### config.mk
export PLATFORM = sky130hd
export DESIGN_NAME = encrypt_out_packer
export DESIGN_NICKNAME = d
export VERILOG_FILES = /design/src/rtl/encrypt_out_packer.sv
export SDC_FILE = /design/constraint.sdc
export NUM_CORES = 1
export LEC_CHECK = 0
export ABC_AREA = 1
export CAP_MARGIN = 20
export CORE_UTILIZATION = 45
export CTS_CLUSTER_SIZE = 30
export DETAILED_ROUTE_END_ITERATION = 10
export PLACE_DENSITY = 0.73
export SLEW_MARGIN = 20
export SYNTH_ARGS = -nofsm -noshare
export SYNTH_HDL_FRONTEND = slang
export SYNTH_SLANG_ARGS = --single-unit
### constraint.sdc
create_clock -name clk -period 3.8 [get_ports clk]
set_input_delay 0.38 -clock clk [delete_from_list [all_inputs] [get_ports clk]]
set_output_delay 0.38 -clock clk [all_outputs]
set_load 0.01 [all_outputs]
### src/rtl/encrypt_out_packer.sv
// -----------------------------------------------------------------------------
// encrypt_out_packer
//
// Downstream stage of the XOR encryption pipe. Packs the per-cycle encrypted
// byte stream into 32-bit words (first byte in [7:0]) and queues them in a
// small circular FIFO. Words leave on a valid/ready interface. The upstream
// stage cannot be stalled, so a word that finds the FIFO full is dropped and
// a sticky overflow flag is raised.
//
// Ports:
//   clk           single clock, rising edge
//   rst           synchronous active-high reset
//   din_valid     byte strobe from the XOR stage
//   din[7:0]      encrypted byte
//   flush         pulse: emit the partially filled word (if any)
//   dout_valid    FIFO head word available
//   dout_ready    consumer accepts head word
//   dout[31:0]    head word (0 when FIFO empty)
//   dout_bytes    valid bytes in dout, 1..4 (0 when FIFO empty)
//   fifo_level    occupied FIFO entries, 0..FIFO_DEPTH
//   overflow      sticky: a word was dropped
//   overflow_clr  clears overflow (a same-cycle drop wins)
// -----------------------------------------------------------------------------
module encrypt_out_packer #(
   parameter int FIFO_DEPTH = 4            // power of two, >= 2
) (
   input  logic                          clk,
   input  logic                          rst,
   input  logic                          din_valid,
   input  logic [7:0]                    din,
   input  logic                          flush,
   output logic                          dout_valid,
   input  logic                          dout_ready,
   output logic [31:0]                   dout,
   output logic [2:0]                    dout_bytes,
   output logic [$clog2(FIFO_DEPTH):0]   fifo_level,
   output logic                          overflow,
   input  logic                          overflow_clr
);

   localparam int AW = $clog2(FIFO_DEPTH);
   localparam int LW = AW + 1;

   // Packer state
   logic [31:0]   acc;
   logic [1:0]    bcnt;

   // Packer combinational view: accumulator and count after this cycle's byte
   logic [31:0]   acc_ins;
   logic [2:0]    cnt_after;
   logic          push_req;

   // FIFO state
   logic [31:0]   mem_data  [FIFO_DEPTH];
   logic [2:0]    mem_bytes [FIFO_DEPTH];
   logic [AW-1:0] wr_ptr;
   logic [AW-1:0] rd_ptr;

   logic          full;
   logic          pop;
   logic          push_ok;
   logic          drop;

   // NOTE: every signal assigned in always_comb gets a default first, so no
   // path can leave it unassigned and infer a latch.
   always_comb begin
      acc_ins = acc;
      if (din_valid) begin
         acc_ins[{bcnt, 3'b000} +: 8] = din;
      end
      cnt_after = {1'b0, bcnt} + {2'b00, din_valid};
      // A completed word pushes by itself; flush only adds a push when bytes
      // are pending, so a byte that completes a word with flush gives one push.
      push_req  = cnt_after[2] || (flush && (cnt_after != 3'd0));
   end

   assign full       = (fifo_level == LW'(FIFO_DEPTH));
   assign dout_valid = (fifo_level != '0);
   assign pop        = dout_valid && dout_ready;
   // A full FIFO still takes the word if the head leaves in the same cycle.
   assign push_ok    = push_req && (!full || pop);
   assign drop       = push_req && !push_ok;

   assign dout       = dout_valid ? mem_data[rd_ptr]  : 32'd0;
   assign dout_bytes = dout_valid ? mem_bytes[rd_ptr] : 3'd0;

   // NOTE: sequential state uses non-blocking assignments so every register
   // samples the pre-edge values, independent of statement order.
   always_ff @(posedge clk) begin
      if (rst) begin
         acc  <= 32'd0;
         bcnt <= 2'd0;
      end else if (push_req) begin
         // Cleared even when the word is dropped.
         acc  <= 32'd0;
         bcnt <= 2'd0;
      end else begin
         acc  <= acc_ins;
         bcnt <= cnt_after[1:0];
      end
   end

   always_ff @(posedge clk) begin
      if (rst) begin
         wr_ptr     <= '0;
         rd_ptr     <= '0;
         fifo_level <= '0;
         overflow   <= 1'b0;
      end else begin
         if (push_ok) begin
            wr_ptr <= wr_ptr + AW'(1);
         end
         if (pop) begin
            rd_ptr <= rd_ptr + AW'(1);
         end
         unique case ({push_ok, pop})
            2'b10:   fifo_level <= fifo_level + LW'(1);
            2'b01:   fifo_level <= fifo_level - LW'(1);
            default: fifo_level <= fifo_level;
         endcase
         if (drop) begin
            overflow <= 1'b1;
         end else if (overflow_clr) begin
            overflow <= 1'b0;
         end
      end
   end

   // NOTE: the storage array has no reset; entries are only visible through
   // the level/pointer logic, which is reset, and outputs are masked to zero
   // while the FIFO is empty.
   always_ff @(posedge clk) begin
      if (push_ok) begin
         mem_data[wr_ptr]  <= acc_ins;
         mem_bytes[wr_ptr] <= cnt_after;
      end
   end

endmodule

==> impl_metrics.toml, run 1 <==
[timing]
fin_ws_ns = 0.9173
finalHoldViolCount = 0
setup_tns_ns = 0
setup_violations = 0
slew_violations = 0
finalCritPeriodShare_pct = 75.86
max_slew_margin_pct = 49.89
grt_setup_unrepaired = "no"
fmax_mhz = 346.9
tightestPinTransition_ns = 0.7516
finClkSkew_ns = 0.009705
final.min_clock_period_ns = 2.883

[setup_path]
endpoint_kind = "output pin"
path_max_fanout = 70
cpMaxStageDelayCell = "buf_4"
cp.required_ns = 3.42
worst_path_most_repeated_cell = "nor2_1"
crit_family = "buffers and inverters"
crit_buf_inv = 2
arrival_ns = 2.50
critPathMaxStageDelay_ns = 0.59
critPathKind = "reg2out"
start_kind = "flip-flop"
crit_path_cell_trace = "buf_4 -> nor2_1 -> nor2_1 -> o21ai_0 -> a21oi_1 -> clkdlybuf4s50_1"

[synth]
synth_largest_area_cell = "edfxtp_1"
syn-num-nets = 713
yosysUniqueCellTypes = 24
synthArstFlopShare_pct = 0
synth_cells = 687
synth-edff-count = 140
syn-cell-area_um2 = 7415
yosysTopAreaCellShare_pct = 56.70
synth.area.top_cells = "edfxtp_1 57%, dfxtp_1 12%, nor2_1 9.3%"
synth_ff_type = "edfxtp_1"
ys_seq_area_share_pct = 68.58
avgSynthCellArea_um2 = 10.79
synth_seq_cells = 184
ys_warn_count = 0

[place]
port_buffers = 53
dp_slack_ns = 0.6819
gp_congestion = 0.8741
dp_hpwl_um = 9527

[route]
routedWlPerCell_um = 15.51
dr.pass1.iters = 5
routed_wirelength_um = 15050
final_antenna_net_count = 0
avgViaCountPerCell = 5.088
drt_iter0_drc = 354
drt_drc_violations_left = 0
vias = 4935

[floorplanning]
die_x_um = 130.4
row_count = 46
core_area_um2 = 16000
io_pins = 54
dieArea_um2 = 16990
dieHeight_um = 130.4
initial_core_util_pct = 46.34

[cts]
clock-sinks = 184
clock_latency_ns = 0.43
cts_hold_buf = 0
cts_buffer_depth = 2
cts.reportedPaths.clkPinSlew_ns = 0.06
h-tree-depth = 4
post_cts_buffers = 0
cts-root-buf = "clkbuf_16"
numCtsBuffers = 17
cts-resized-gates = 0
cts_tree = "done"

[final_layout]
nets = 767
mostFrequentLayoutCells = "179 x nor2_1, 140 x edfxtp_1, 63 x o21ai_0, 61 x inv_1, 53 x clkdlybuf4s50_1"
final_common_cell = "nor2_1"
n_fill_cell = 1401
n_antenna_cell = 0
area_growth_pct = 19.22
layout-drive-gt1-share_pct = 7.294

[grt]
grt_antenna_before_repair = 0
grtUsageTotal_pct = 19.48
grt_pass1_vias = 4866
grt_overflow = 0
grt_pass1_wl_um = 24760
grt_max_degree = 71

[power_and_ir_drop]
total_power_w = 0.005941
p_leak_nw = 3.247
peakVddDrop_uv = 648.1
power.density_nw_per_um2 = 672.1

[job]
max_cap_violations = 0

[run_status]
outcome = "finished clean"

[worst_hold_path]
min_path_type = "reg2reg"
-- where the power goes --
part,switching [W],internal [W],total (W)
sequential,0.0000568,0.00231,0.00237
combinational,0.000987,0.000746,0.00173
clock,0.000731,0.00111,0.00184
-- cells by family after synthesis --
| kind of cell | count (synthesis) | share of synthesized area (%) |
|---|---|---|
| AO/OA/AOI/OAI | 152 | 10.93 |
| flip-flops | 184 | 68.58 |
| buffers and inverters | 95 | 5.147 |
| AND/OR/NAND/NOR | 244 | 13.21 |
| adder cells (fa/ha/maj) | 12 | 2.126 |
-- flip-flops by register name, indices dropped and copies added, names as in the netlist, named ones only --
signal and count:
overflow 1, rd_ptr 2, mem_bytes 12, mem_data 128, bcnt 2, fifo_level 3, wr_ptr 2, acc 32
-- layout make-up --
type | count | area (um^2) | share of cell area [%]
sequential | 184 | 5086 | 57.54
tap | 216 | 270.3 | 3.057
clock inverter | 13 | 175.2 | 1.982
multi-input combinational | 408 | 1978 | 22.38
timing repair buffer | 64 | 638.1 | 7.219
inverter | 66 | 249.0 | 2.817
clock buffer | 19 | 442.9 | 5.011
-- Yosys cell counts, types with 10 or more instances --
cell type / n
o21ai_0: 63
nor2_1: 183
a21oi_1: 51
inv_1: 61
dfxtp_1: 44
clkbuf_1: 10
nand2_1: 36
o21ai_1: 14
nand3_1: 11
buf_2: 19
edfxtp_1: 140
ha_1: 11
-- tightest hold or removal path, cell delays in order (launching register included) --
cell and delay (ns):
dfxtp_1 0.29, inv_1 0.06, a21oi_1 0.07
-- layer usage --
layer / GRT usage, % / share of wire [%]
met2: 33.23 / 49
met4: 6.288 / 1.3
met3: 4.551 / 4.5
met1: 24.54 / 45
met5: 0 / 0
-- worst paths after layout --
kind	start	end	slack (ns)	depth (start not counted)
hold reg to reg	rd_ptr[1]	rd_ptr[1]	0.47	2
hold / removal	rd_ptr[1]	rd_ptr[1]	0.47	2
setup / recovery	flip-flop	dout[2]	0.92	6
setup reg to reg	bcnt[0]	mem_data[2][8]	1.29	7
-- metrics by stage --
step	std cells	cell area (um^2)	utilization (%)	hold WS (ns)
global placement	938	8222	51.38	0.4533
detailed placement	938	8222	51.38	0.4567
floorplan	687	7415	-	0.4358
CTS	970	8840	55.25	0.4675
global route	970	8840	55.25	0.4828
finish	970	8840	55.25	0.4664
Note: power is estimated with default switching activity, not from simulation.
==> inputs of run 2 (changes only) <==
--- a/config.mk
+++ b/config.mk
@@ -10,7 +10,7 @@
 export CORE_UTILIZATION = 45
 export CTS_CLUSTER_SIZE = 30
 export DETAILED_ROUTE_END_ITERATION = 10
-export PLACE_DENSITY = 0.73
+export PLACE_DENSITY = 0.75
 export SLEW_MARGIN = 20
 export SYNTH_ARGS = -nofsm -noshare
 export SYNTH_HDL_FRONTEND = slang
==> constraint.sdc (replaced) <==
create_clock -name clk -period 2.32 [get_ports clk]
set_input_delay 0.232 -clock clk [delete_from_list [all_inputs] [get_ports clk]]
set_output_delay 0.232 -clock clk [all_outputs]
set_load 0.01 [all_outputs]
==> impl_metrics.toml, run 2 (same netlist as run 1, synthesis figures left out) <==
[timing]
tightestPinTransition_ns = 0.6031
finClkSkew_ns = 0.008205
fmax_mhz = 441.8
setup_violations = 0
finalCritPeriodShare_pct = 97.57
final.min_clock_period_ns = 2.264
max_slew_margin_pct = 59.49
slew_violations = 0
grt_setup_unrepaired = "yes"
finalHoldViolCount = 0

[cts]
cts_buffer_depth = 2
clock-sinks = 184
cts_hold_buf = 0
clock_latency_ns = 0.43
h-tree-depth = 4
post_cts_buffers = 0
cts-root-buf = "clkbuf_16"
cts_tree = "done"
numCtsBuffers = 17
cts.reportedPaths.clkPinSlew_ns = 0.06

[place]
dpl.cell_count = 953
port_buffers = 53
dp_hpwl_um = 10200
gp_congestion = 0.8604

[power_and_ir_drop]
combPwrFrac_pct = 31.1
power.density_nw_per_um2 = 1070
p_clk_share_pct = 29.2
peakVddDrop_uv = 624.9
p_seq_share_pct = 39.8
internal-power_w = 0.006772
p_sw_w = 0.003050
p_leak_nw = 3.713
p_sw_share_pct = 31.05

[setup_path]
cp.required_ns = 2.09
endpoint_kind = "output pin"
path_max_fanout = 21
critPathKind = "reg2out"
arrival_ns = 2.03
start_kind = "flip-flop"

[grt]
grt_max_degree = 42
grt_overflow = 0
grt_pass1_wl_um = 24900
grtUsageTotal_pct = 19.82
grt_pass1_vias = 4798
grt_antenna_before_repair = 0

[final_layout]
post-route-util_pct = 57.37
largest_register_ffs = 128
final_cells = 986
nets = 783
layout-drive-gt1-share_pct = 10.91
mostFrequentLayoutCells = "178 x nor2_1, 140 x edfxtp_1, 63 x o21ai_0, 61 x inv_1, 44 x a21oi_1"
area_growth_pct = 23.81
n_antenna_cell = 0
final_common_cell = "nor2_1"
regMostFlops = "mem_data"
top_regs = "mem_data (128), acc (32), mem_bytes (12)"

[floorplanning]
dieHeight_um = 130.4
dieArea_um2 = 16990
io_pins = 54
core_area_um2 = 16000
row_count = 46
initial_core_util_pct = 46.34
die_x_um = 130.4

[run_status]
outcome = "finished clean"

[route]
routedWlPerCell_um = 16.23
avgViaCountPerCell = 5.129
routed_wirelength_um = 16000
drt_drc_violations_left = 0
drt_iter0_drc = 458
final_antenna_net_count = 0
dr.pass1.iters = 5
vias = 5057

[job]
max_cap_violations = 0

[worst_hold_path]
min_path_type = "in2reg"
## run 2: cell count changes in the layout (fill, tap and decap cells not counted), moves of 7 or more
cell,change
a21oi_1,-7
a21oi_2,+7
buf_12,+10
clkdlybuf4s50_1,-32
dlygate4sd2_1,+10
dlymetal6s2s_1,+22
## run 2: path summary, 6_finish.rpt
kind | start | to | slack (ns) | depth (start not counted)
setup / recovery | flip-flop | dout[7] | 0.06 | 6
hold / removal | rst | overflow | 0.35 | 2
setup reg to reg | bcnt[0] | mem_data[1][25] | 0.17 | 6
hold reg to reg | rd_ptr[0] | flip-flop | 0.47 | 1
## run 2: cell type report
cell class / count / area (um^2)
Multi-Input combinational cell: 408 / 2007
Tap cell: 216 / 270.3
Clock inverter: 9 / 88.84
Inverter: 66 / 256.5
Sequential cell: 184 / 5092
Timing Repair Buffer: 80 / 954.7
Clock buffer: 23 / 510.5
Fill cell: 1354 / 6820
## run 2: worst max-delay path, cell delays in order (launching register included)
cell and delay [ns]:
dfxtp_4 0.44, buf_12 0.19, nor2_1 0.06, nor2_1 0.08, o21ai_0 0.11, a21oi_2 0.17
clkdlybuf4s50_1 0.55
## run 2: per-stage QoR
step	instance area, um^2	setup TNS, ns	total power [W]	hold WS (ns)	worst slack (ns)
after CTS	9084	-0.01116	0.009877	0.3451	-0.004352
after detailed placement	8447	0	0.007028	0.4574	0.02006
final	9180	0	0.009821	0.3549	0.05637
after global routing	9180	-0.04685	0.01031	0.3775	-0.03737
after floorplan	7425	-37.71	0.005470	0.3044	-0.2694
after global placement	8447	0	0.006980	0.4540	0.02244
## run 2: power by group through the flow
| stage | Sequential [W] | Combinational, W | Clock, W |
|---|---|---|---|
| 2_1_floorplan | 0.00393 | 0.00154 | 0 |
| 3_3_place_gp | 0.00394 | 0.00304 | 0 |
| 3_5_place_dp | 0.00395 | 0.00308 | 0 |
| 4_1_cts | 0.00389 | 0.00310 | 0.00289 |
| 5_1_grt | 0.00393 | 0.00336 | 0.00302 |
| 6_report | 0.00391 | 0.00305 | 0.00286 |
## run 2: layer usage
metal	part of all wire (%)	up-vias	global-route usage [%]
met5	0	-	0
li1	-	2475	-
met2	50	120	33.98
met4	1.1	0	7.235
met3	4.5	18	3.608
met1	44	2444	25.16
## run 2: timing repair
| action | in CTS | in global routing |
|---|---|---|
| gates cloned | 0 | 1 |
| resized for setup | 25 | 29 |
| setup endpoints to repair | 35 | 25 |
